$ cat config.mk
export PLATFORM = sky130hd
export DESIGN_NAME = fast_square_frame_packer
export DESIGN_NICKNAME = d
export VERILOG_FILES = /design/src/rtl/fast_square_pkg.sv /design/src/rtl/fast_square_fifo.sv /design/src/rtl/fast_square_frame_packer.sv
export SDC_FILE = /design/constraint.sdc
export NUM_CORES = 1
export LEC_CHECK = 0
export BUFFER_PORTS_ARGS = -buffer_cell sky130_fd_sc_hd__buf_4
export CAP_MARGIN = 25
export CELL_PAD_IN_SITES_DETAIL_PLACEMENT = 0
export CELL_PAD_IN_SITES_GLOBAL_PLACEMENT = 1
export CORE_MARGIN = 4
export CORE_UTILIZATION = 38
export DETAILED_ROUTE_END_ITERATION = 10
export PLACE_DENSITY = 0.67
export SLEW_MARGIN = 10
export SYNTH_ARGS = -nofsm -noshare
export SYNTH_HDL_FRONTEND = slang
export SYNTH_HIERARCHICAL = 1
export SYNTH_SLANG_ARGS = --single-unit
export TNS_END_PERCENT = 50
$ cat constraint.sdc
create_clock -name clock -period 5.2 [get_ports clock]
set_clock_uncertainty 0.2 [all_clocks]
set_input_delay 0.52 -clock clock [delete_from_list [all_inputs] [get_ports clock]]
set_output_delay 0.52 -clock clock [all_outputs]
set_load 0.02 [all_outputs]
$ cat src/rtl/fast_square_pkg.sv
// Shared constants and helpers for the fast_square receive path: entry format
// and the marker words the host uses to delimit per-step frames.
package fast_square_pkg;

    localparam int          ENTRY_W    = 32;
    localparam logic [15:0] SYNC_WORD  = 16'hA5A5;
    localparam logic [15:0] TRAIL_WORD = 16'h5A5A;
    localparam logic [15:0] IDLE_WORD  = 16'h8000;

    typedef enum logic [1:0] {
        SRC_NONE,
        SRC_TRL,
        SRC_HDR,
        SRC_SMP
    } push_src_e;

    // Q half of a header: frame_cnt in [15:8], step_idx in [7:0]
    function automatic logic [ENTRY_W-1:0] make_header(input logic [7:0] frame,
                                                       input logic [7:0] step);
        return {SYNC_WORD, frame, step};
    endfunction

endpackage

$ cat src/rtl/fast_square_fifo.sv
// Single-clock first-word-fall-through FIFO; a pop frees a slot for a push
// in the same cycle, so a full FIFO can still accept while draining.
module fast_square_fifo #(
    parameter int LOG2 = 4,
    parameter int W    = 32
) (
    input  logic          clock,
    input  logic          reset,
    input  logic          push,
    input  logic          pop,
    input  logic [W-1:0]  din,
    output logic [W-1:0]  dout,
    output logic          full,
    output logic          empty,
    output logic [LOG2:0] level
);
    localparam int DEPTH = 2 ** LOG2;

    logic [W-1:0]    r_mem [DEPTH];
    logic [LOG2-1:0] r_wr_ptr;
    logic [LOG2-1:0] r_rd_ptr;
    logic [LOG2:0]   r_level;
    logic            w_do_pop;
    logic            w_do_push;

    assign full      = (r_level == (LOG2+1)'(DEPTH));
    assign empty     = (r_level == '0);
    assign level     = r_level;
    assign dout      = r_mem[r_rd_ptr];
    assign w_do_pop  = pop & ~empty;
    assign w_do_push = push & (~full | w_do_pop);

    always_ff @(posedge clock or posedge reset) begin
        if (reset) begin
            r_wr_ptr <= '0;
            r_rd_ptr <= '0;
            r_level  <= '0;
        end else begin
            if (w_do_push) r_wr_ptr <= r_wr_ptr + LOG2'(1);
            if (w_do_pop)  r_rd_ptr <= r_rd_ptr + LOG2'(1);
            case ({w_do_push, w_do_pop})
                2'b10:   r_level <= r_level + (LOG2+1)'(1);
                2'b01:   r_level <= r_level - (LOG2+1)'(1);
                default: r_level <= r_level;
            endcase
        end
    end

    always_ff @(posedge clock) begin
        if (w_do_push) r_mem[r_wr_ptr] <= din;
    end

endmodule

$ cat src/rtl/fast_square_frame_packer.sv
// Frames the per-step recorded I/Q stream (header, samples, trailer) into a
// FIFO and drains one entry per consumer strobe, idle word when empty.
module fast_square_frame_packer
    import fast_square_pkg::*;
#(
    parameter int NUM_FREQ_STEPS = 34,
    parameter int FIFO_LOG2      = 4
) (
    input  logic                 clock,
    input  logic                 reset,
    input  logic                 step_reset,
    input  logic                 rx_next,
    input  logic                 rx_record,
    input  logic                 in_strobe,
    input  logic [15:0]          i_in,
    input  logic [15:0]          q_in,
    input  logic                 out_strobe,
    input  logic                 clear_status,
    output logic [15:0]          i_out,
    output logic [15:0]          q_out,
    output logic                 overflow,
    output logic [7:0]           step_idx,
    output logic [FIFO_LOG2:0]   fifo_level
);
    function automatic logic [15:0] sat_inc16(input logic [15:0] v);
        return (v == 16'hFFFF) ? v : v + 16'd1;
    endfunction

    logic               r_skid_vld;
    logic [ENTRY_W-1:0] r_skid;
    logic               r_rec_d;
    logic               r_hdr_pend;
    logic               r_trl_pend;
    logic [7:0]         r_step;
    logic [7:0]         r_frame;
    logic [15:0]        r_sample_cnt;
    logic               r_ovf;
    logic [15:0]        r_i_out;
    logic [15:0]        r_q_out;

    push_src_e          w_src;
    logic [ENTRY_W-1:0] w_push_data;
    logic [ENTRY_W-1:0] w_head;
    logic               w_push;
    logic               w_pop;
    logic               w_full;
    logic               w_empty;
    logic               w_accept;
    logic               w_collide;
    logic               w_load;

    // Trailer before header so a step is closed before the next one opens
    always_comb begin
        w_src       = SRC_NONE;
        w_push_data = r_skid;
        if (r_trl_pend) begin
            w_src       = SRC_TRL;
            w_push_data = {TRAIL_WORD, r_sample_cnt};
        end else if (r_hdr_pend) begin
            w_src       = SRC_HDR;
            w_push_data = make_header(r_frame, r_step);
        end else if (r_skid_vld) begin
            w_src       = SRC_SMP;
        end
    end

    assign w_push    = (w_src != SRC_NONE);
    assign w_pop     = out_strobe & ~w_empty;
    assign w_accept  = w_push & (~w_full | w_pop);
    assign w_collide = in_strobe & rx_record & r_skid_vld;
    assign w_load    = in_strobe & rx_record & ~r_skid_vld;

    fast_square_fifo #(.LOG2(FIFO_LOG2), .W(ENTRY_W)) u_fifo (
        .clock (clock),
        .reset (reset),
        .push  (w_push),
        .pop   (w_pop),
        .din   (w_push_data),
        .dout  (w_head),
        .full  (w_full),
        .empty (w_empty),
        .level (fifo_level)
    );

    always_ff @(posedge clock or posedge reset) begin
        if (reset) begin
            r_skid_vld   <= 1'b0;
            r_rec_d      <= 1'b0;
            r_hdr_pend   <= 1'b0;
            r_trl_pend   <= 1'b0;
            r_step       <= '0;
            r_frame      <= '0;
            r_sample_cnt <= '0;
            r_ovf        <= 1'b0;
            r_i_out      <= IDLE_WORD;
            r_q_out      <= IDLE_WORD;
        end else begin
            r_rec_d    <= rx_record;
            r_skid_vld <= (r_skid_vld & (w_src != SRC_SMP)) | w_load;
            r_trl_pend <= (r_trl_pend & (w_src != SRC_TRL)) | (r_rec_d & ~rx_record);
            r_hdr_pend <= (r_hdr_pend & (w_src != SRC_HDR)) | rx_next;

            if (step_reset) begin
                r_step <= '0;
            end else if (rx_next) begin
                if (r_step == 8'(NUM_FREQ_STEPS - 1)) begin
                    r_step  <= '0;
                    r_frame <= r_frame + 8'd1;
                end else begin
                    r_step <= r_step + 8'd1;
                end
            end

            // A dropped sample is consumed from the skid but not counted
            if (w_src == SRC_HDR)
                r_sample_cnt <= '0;
            else if (w_src == SRC_SMP && w_accept)
                r_sample_cnt <= sat_inc16(r_sample_cnt);

            if ((w_push & ~w_accept) | w_collide)
                r_ovf <= 1'b1;
            else if (clear_status)
                r_ovf <= 1'b0;

            if (out_strobe) begin
                if (!w_empty) begin
                    r_i_out <= w_head[31:16];
                    r_q_out <= w_head[15:0];
                end else begin
                    r_i_out <= IDLE_WORD;
                    r_q_out <= IDLE_WORD;
                end
            end
        end
    end

    always_ff @(posedge clock) begin
        if (w_load) r_skid <= {i_in, q_in};
    end

    assign i_out    = r_i_out;
    assign q_out    = r_q_out;
    assign overflow = r_ovf;
    assign step_idx = r_step;

endmodule

; Word level (Yosys, flattened, before mapping)
; Memory sizes are Yosys's and may differ from the RTL's.
; Index checks and enable logic that the tools add are counted.
; W data, S select, Z words.
[totals]
reg_bits = 114
input_bits = 40
ramBits = 512
memories = 1
[classes]
n_mux = 18
addsub = 7
n_reduce_logical = 9
n_eq_ne = 11
n_bitwise = 24
[mem_list]
columns = memory, words, word_bits, read_ports, rd_clocked_by_memory_dff, write_ports, line_no
row1 = u_fifo.r_mem, 16, 32, 1, 0, 1, fast_square_fifo.sv:19  ; logic [W-1:0] r_mem [DEPTH];
[ops]
columns = op, count
row1 = $mux W16, 5
row2 = $mux W32, 2
row3 = $mux W8, 3
row4 = $add A16 B1 Y16 const B, 1
row5 = $add A8 B1 Y8 const B, 2
row6 = $eq A16 B16 Y1 const B, 1
row7 = $and A1 B1 Y1, 12
row8 = $pmux W5 S2, 1
row9 = $reduce_bool A2 Y1, 5
row10 = $add A4 B1 Y4 const B, 2
row11 = $eq A8 B6 Y1 const B, 1
row12 = $eq A2 B2 Y1 const B, 3
row13 = $mux W2, 3
row14 = $ne A2 B2 Y1 const B, 3
row15 = $not A1 Y1, 6
row16 = $or A1 B1 Y1, 6
row17 = $add A5 B1 Y5 const B, 1
row18 = $eq A5 B5 Y1 const B, 1
row19 = $logic_not A5 Y1, 1
row20 = $sub A5 B1 Y5 const B, 1
row21 = $mux W1, 4
row22 = $reduce_and A3 Y1, 1
row23 = $eq A2 B1 Y1 const B, 1
row24 = $ne A2 B1 Y1 const B, 1
row25 = 2 further kinds, 2

; Longest topological paths before layout
[logic_depth]
depth_word = 9
mapped_depth = 14

; Hierarchy
; The synthesis kept the hierarchy.
[modules_own_cells]
columns = module, n_inst, area_each_um2, cells_per_inst
row1 = fast_square_fifo, 1, 20069.2, 881
row2 = fast_square_frame_packer, 1, 4692.0, 452

; Least setup slack after synthesis
; No wires, ideal clock.
[synth_timing]
path_kind = reg2reg
startpoint = reg u_fifo.r_level[1] (netlist: u_fifo/level[1])
endpoint = mem u_fifo.r_mem[3][0] (enable)
arrival_ps = 3002
path_buffers = 1
t_required_ps = 4608
path_slack_ps = 1605
path_stages_with_launch = 10
path_cell_list = dfrtp_1 nor4_4 nand2b_1 inv_1 nand2b_1 inv_1 clkbuf_1 nand3b_1 nor2b_1 and3_1
[synth_between]
elab_chain_len = 8
[synth_rtl]
columns = item, line_no
row1 = from (decl), fast_square_fifo.sv:22  ; logic [LOG2:0] r_level;
row2 = from (signal assigned), fast_square_fifo.sv:42  ; 2'b10: r_level <= r_level + (LOG2+1)'(1);
row3 = from (signal assigned), fast_square_fifo.sv:43  ; 2'b01: r_level <= r_level - (LOG2+1)'(1);
row4 = from (signal assigned), fast_square_fifo.sv:44  ; default: r_level <= r_level;
row5 = $logic_not A5 Y1, fast_square_fifo.sv:27  ; assign empty = (r_level == '0);
row6 = via w_empty, fast_square_frame_packer.sv:47  ; logic w_empty;
row7 = $not A1 Y1, fast_square_frame_packer.sv:68  ; assign w_pop = out_strobe & ~w_empty;
row8 = $and A1 B1 Y1, fast_square_frame_packer.sv:68
row9 = via w_pop, fast_square_frame_packer.sv:45  ; logic w_pop;
row10 = $and A1 B1 Y1, fast_square_fifo.sv:30  ; assign w_do_pop = pop & ~empty;
row11 = $or A1 B1 Y1, fast_square_fifo.sv:31  ; assign w_do_push = push & (~full | w_do_pop);
row12 = $and A1 B1 Y1, fast_square_fifo.sv:31
row13 = $mux W1, fast_square_fifo.sv:50  ; if (w_do_push) r_mem[r_wr_ptr] <= din;
row14 = $mux W1 (implied by the code), fast_square_fifo.sv:50
row15 = to (decl), fast_square_fifo.sv:19
; The timed path passes the listed nets, and every way through them passes these cells.

; Worst setup path in the final report
[layout_timing]
startpoint = reg u_fifo.r_level[0] (netlist: u_fifo/level[0])
endpoint = reg u_fifo.r_level[4] (netlist: u_fifo/level[4])
[layout_between]
elab_chain_len = 8
[layout_rtl]
columns = item, line_no
row1 = $logic_not A5 Y1 (*), fast_square_fifo.sv:27
row2 = via w_empty, fast_square_frame_packer.sv:47
row3 = $not A1 Y1 (*), "fast_square_fifo.sv:30, fast_square_frame_packer.sv:68"
row4 = $and A1 B1 Y1, fast_square_frame_packer.sv:68
row5 = $and A1 B1 Y1 (*), fast_square_fifo.sv:30
row6 = $or A1 B1 Y1, fast_square_fifo.sv:31
row7 = $and A1 B1 Y1, fast_square_fifo.sv:31
row8 = $eq A2 B1 Y1 / $eq A2 B2 Y1 (equally long branches), fast_square_fifo.sv:41  ; case ({w_do_push, w_do_pop})
row9 = $pmux W5 S2 / $reduce_bool A2 Y1 (equally long branches), -
; Mark *: on every way through the listed nets, which the timed path passes. The rest lies on a longest branch.
; A chain may end at the register's enable or synchronous reset.

==> results.md <==
* Run status: finished, final reports clean
* Pin count of the biggest net entering global routing at 64
* Die Y at 263 um
* Critical Path Start Type: flop
* Via count of the first global-routing pass at about 13000
* CTS-repair resized insts at 0
* Slew margin rel. at between 20% and 30%
* Main area contributors after synthesis: edfxtp_1 (66%), mux4_2 (12%), dfrtp_1 (8.1%), a22oi_1 (1.9%), nand2_1 (1.5%)
* Fraction of layout cells with a size suffix above 1 at between 20% and 30%
* Horiz. Die Dim at between 200 and 300 um
* Total routed wirelength at ~56000 um
* Initial antenna violation count at 2
* CP endpoint kind: flop
* Yosys warns at 6
* Initial DRC Count at approximately 1100
* Antenna violation net count after detailed routing at 0
* Depth of the most critical reg-to-reg path at 14
* Endpoint of the worst register-to-register path: u_fifo/level[4]
* Hold Crit Start: out_strobe
* Data required time of the worst path at between 5000 and 6000 ps
* Most crowded layer after global routing: met2
* Worst hold endpoint: i_out[14]
* Total gr overflow at 0
* Reg2reg start: u_fifo/level[0]
* Post-Place Cell Area at approximately 0.026 mm2
* Global-route wire length before repair at about 86000 um
* Tightest Hold Check Type: in -> reg
* Max-Cap Viols at 0
* Seq/Total Area, Yosys at between 70% and 80%
* Total Nets Final at ~1600
* Total die area at slightly below 0.07 mm2
* Top cell type by total area after synthesis: edfxtp_1
* DRT Pass-1 Iters at 4
* RD Place Congestion at 0.743
* Insertion delay to the later sink of the worst-skew pair at 600 ps
* IO Pins at 86
* GR met2 Demand/Resource at between 20% and 30%
* Number of buffers added on ports at 85
* Total GRT Usage at between 15 and 20%
* Placeable core area at between 0.06 and 0.07 mm2
* Flop and latch count out of synthesis at 626
* Clock Tree Buf Depth at 3
* Post-synth top area share at about 66%
* Maximum VDD drop at about 340 uV
* Number of setup buffers added after CTS at 0
* Starting utilization of the core area at between 30% and 40%
* Clock input transition at the sequential cells of the worst setup and hold paths at 60 ps
* Post-detailed-placement half-perimeter wirelength at about 32000 um
* LEAKAGE at between 0.01 and 0.015 uW
* Met1 Usage GRT at around 22%
* Final Hold Violating Endpoints at 0
* Count of flip-flops with a built-in enable after synthesis at ~540
* Worst-case setup slack after placement at roughly 1400 ps
* Largest driver fanout on the critical path at 36
* WHS Path Cells at 2
* Data arrival time of the critical path at ~4100 ps
* Antenna diode count at 0
* Final TNS setup at 0 ps
* Vias at approximately 13000
* Most frequent cell after synthesis: edfxtp_1
* Min setup slack post-route at 1440 ps
* Row cnt at just over 90
* Power Density at 534 mW/mm2
* Slew at the pin closest to its max-slew limit at 1050 ps
* Max Transition Viols Final at 0
* Post-cts hold buffer count at 37
* Routing usage on met3 at under 10%
* Worst-case register-to-register setup slack at around 1400 ps
* Number of DRC violations after detailed routing at 0
* H-tree levels at 3
* Number of instances in the synthesized netlist at 1333
* Max Clk Rate at approximately 270 MHz
* Worst Path Class, Setup: reg -> reg
* Number of vias per cell after detailed routing at around 5.4
* Final design instance area without fill at a little under 0.03 mm2
* Unrepaired setup endpoints after global routing: false
* Total standard cell area after synthesis at roughly 0.025 mm2
* Top cell types by occurrence after synthesis: edfxtp_1 (544), mux4_2 (128), nand2_1 (98)
* Clock period minus final worst setup slack at approximately 3800 ps
* Final routed wire length divided by cell count at around 23 um
* Sequential Area at roughly 0.018 mm2
* Final setup viols at 0
* Clk sink count at 626
* Syn Area/Cell at ~19 um2
* TritonCTS clock tree: done
* Area growth from synthesis to layout at 17.8%
* Most used flip-flop cell after synthesis: edfxtp_1
* Cell at the root of the clock tree: clkbuf_16
* Crit share post-route at just over 70%
* Count of fill cells added during filler insertion at between 5000 and 6000
* Area occupied by multi-input gates at roughly 0.006 mm2
* Number of CTS-inserted buffers at 66
* FFs w/ async S/R, synth at between 10% and 20%
* Post-synthesis net count at about 1400
* Post-synthesis cell type count at 66
## per-layer routing
| layer | up-vias | share of wire (%) |
|---|---|---|
| met4 | 0 | 2.1 |
| met3 | 90 | 5.5 |
| met5 | - | 0 |
| met1 | 6748 | 43 |
| li1 | 5685 | - |
| met2 | 361 | 49 |
## how the worst max path moves through the flow
stage	start	to	slack (ps)	cells after the start
after floorplan	u_fifo/level[1]	u_fifo/r_mem[3][0]	1610	9
after global placement	u_fifo/level[0]	u_fifo/level[4]	1540	14
after detailed placement	u_fifo/level[0]	u_fifo/level[4]	1410	14
after CTS	u_fifo/level[0]	u_fifo/level[4]	1370	14
after global routing	u_fifo/level[0]	u_fifo/level[4]	1050	14
final	u_fifo/level[0]	u_fifo/level[4]	1440	14
## power by group
part | switching [uW] | internal, uW
clock network | 1910 | 2670
registers | 487 | 6370
logic | 2300 | 1840
## state kept, by name, indices dropped and copies added (netlist names)
| signal | cells |
|---|---|
| r_sample_cnt | 16 |
| i_out | 16 |
| step_idx | 8 |
| r_trl_pend | 1 |
| r_skid | 32 |
| overflow | 1 |
| q_out | 16 |
| u_fifo/r_wr_ptr | 4 |
| u_fifo/r_mem | 512 |
| u_fifo/r_rd_ptr | 4 |
| r_frame | 8 |
| r_skid_vld | 1 |
| r_hdr_pend | 1 |
| r_rec_d | 1 |
| u_fifo/level | 5 |
## critical path, cell delays in order (launching register included)
cell and delay, ps:
dfrtp_1 440, nor4_4 510, nand2b_1 200, inv_1 150
nand2b_1 340, inv_1 100, buf_4 310, o21ai_2 190
or2_2 180, inv_1 70, ha_1 330, nand2b_1 90
a211o_1 280, o31a_1 110, o211ai_1 160
## cells in the final DEF (no fill, tap or decap), types with 3 or more instances in the layout
cell           synthesis  final
clkbuf_8               0      3
xnor2_1               11     11
nand3_1               19     19
mux2i_1               26     26
ha_1                  12     12
nor3_1                 9      9
buf_4                  7    116
clkinv_2               0      6
a211o_1                3      3
a21oi_1               11     11
nor2b_1                7      5
a22oi_1               64     64
buf_16                 0      5
xor2_1                 5      5
clkbuf_1              36     24
o211ai_1               3      3
mux2_2                 3      3
a31oi_1                4      4
edfxtp_1             544    544
mux4_2               128    128
clkbuf_16              0     68
dfrtp_1               80     76
o22a_1                 3      3
and3_1                26     10
clkinv_8               0      3
and2_1                 5      5
dlygate4sd3_1          0     37
clkinv_1               0      8
inv_1                 43     42
nand4_1               14     14
buf_12                 0      7
nand2b_1               9      9
o21ai_0               53     51
bufinv_16              0      4
nand2_1               98     98
a21o_1                11     11
and3_2                 0     16
nor2_1                33     31
## cell families after synthesis
| family | count (synthesis) | share of synthesized area (%) |
|---|---|---|
| flip-flops | 626 | 74.3 |
| adder cells (fa/ha/maj) | 13 | 0.687 |
| multiplexers | 158 | 12.9 |
| buffers and inverters | 111 | 2.02 |
| XOR/XNOR | 16 | 0.566 |
| AND/OR/NAND/NOR | 237 | 4.77 |
| AO/OA/AOI/OAI | 172 | 4.81 |
## final cells by class
class	instances	share of cell area, %
tap	855	3.67
sequential	626	63.1
clock buffer	95	6.28
multi-input combinational	596	20.3
inverter	43	0.557
clock inverter	24	0.930
timing repair buffer	165	5.21
## stage by stage
stage	power [uW]	hold slack, ps	utilization [%]	cells
floorplan	9640	197	-	1333
global placement	11000	256	41.0	2233
detailed placement	11100	250	41.0	2233
CTS	15800	6.75	44.9	2389
global route	16400	19.5	45.3	2404
finish	15600	50.9	45.3	2404
(Power assumes the default switching activity.)
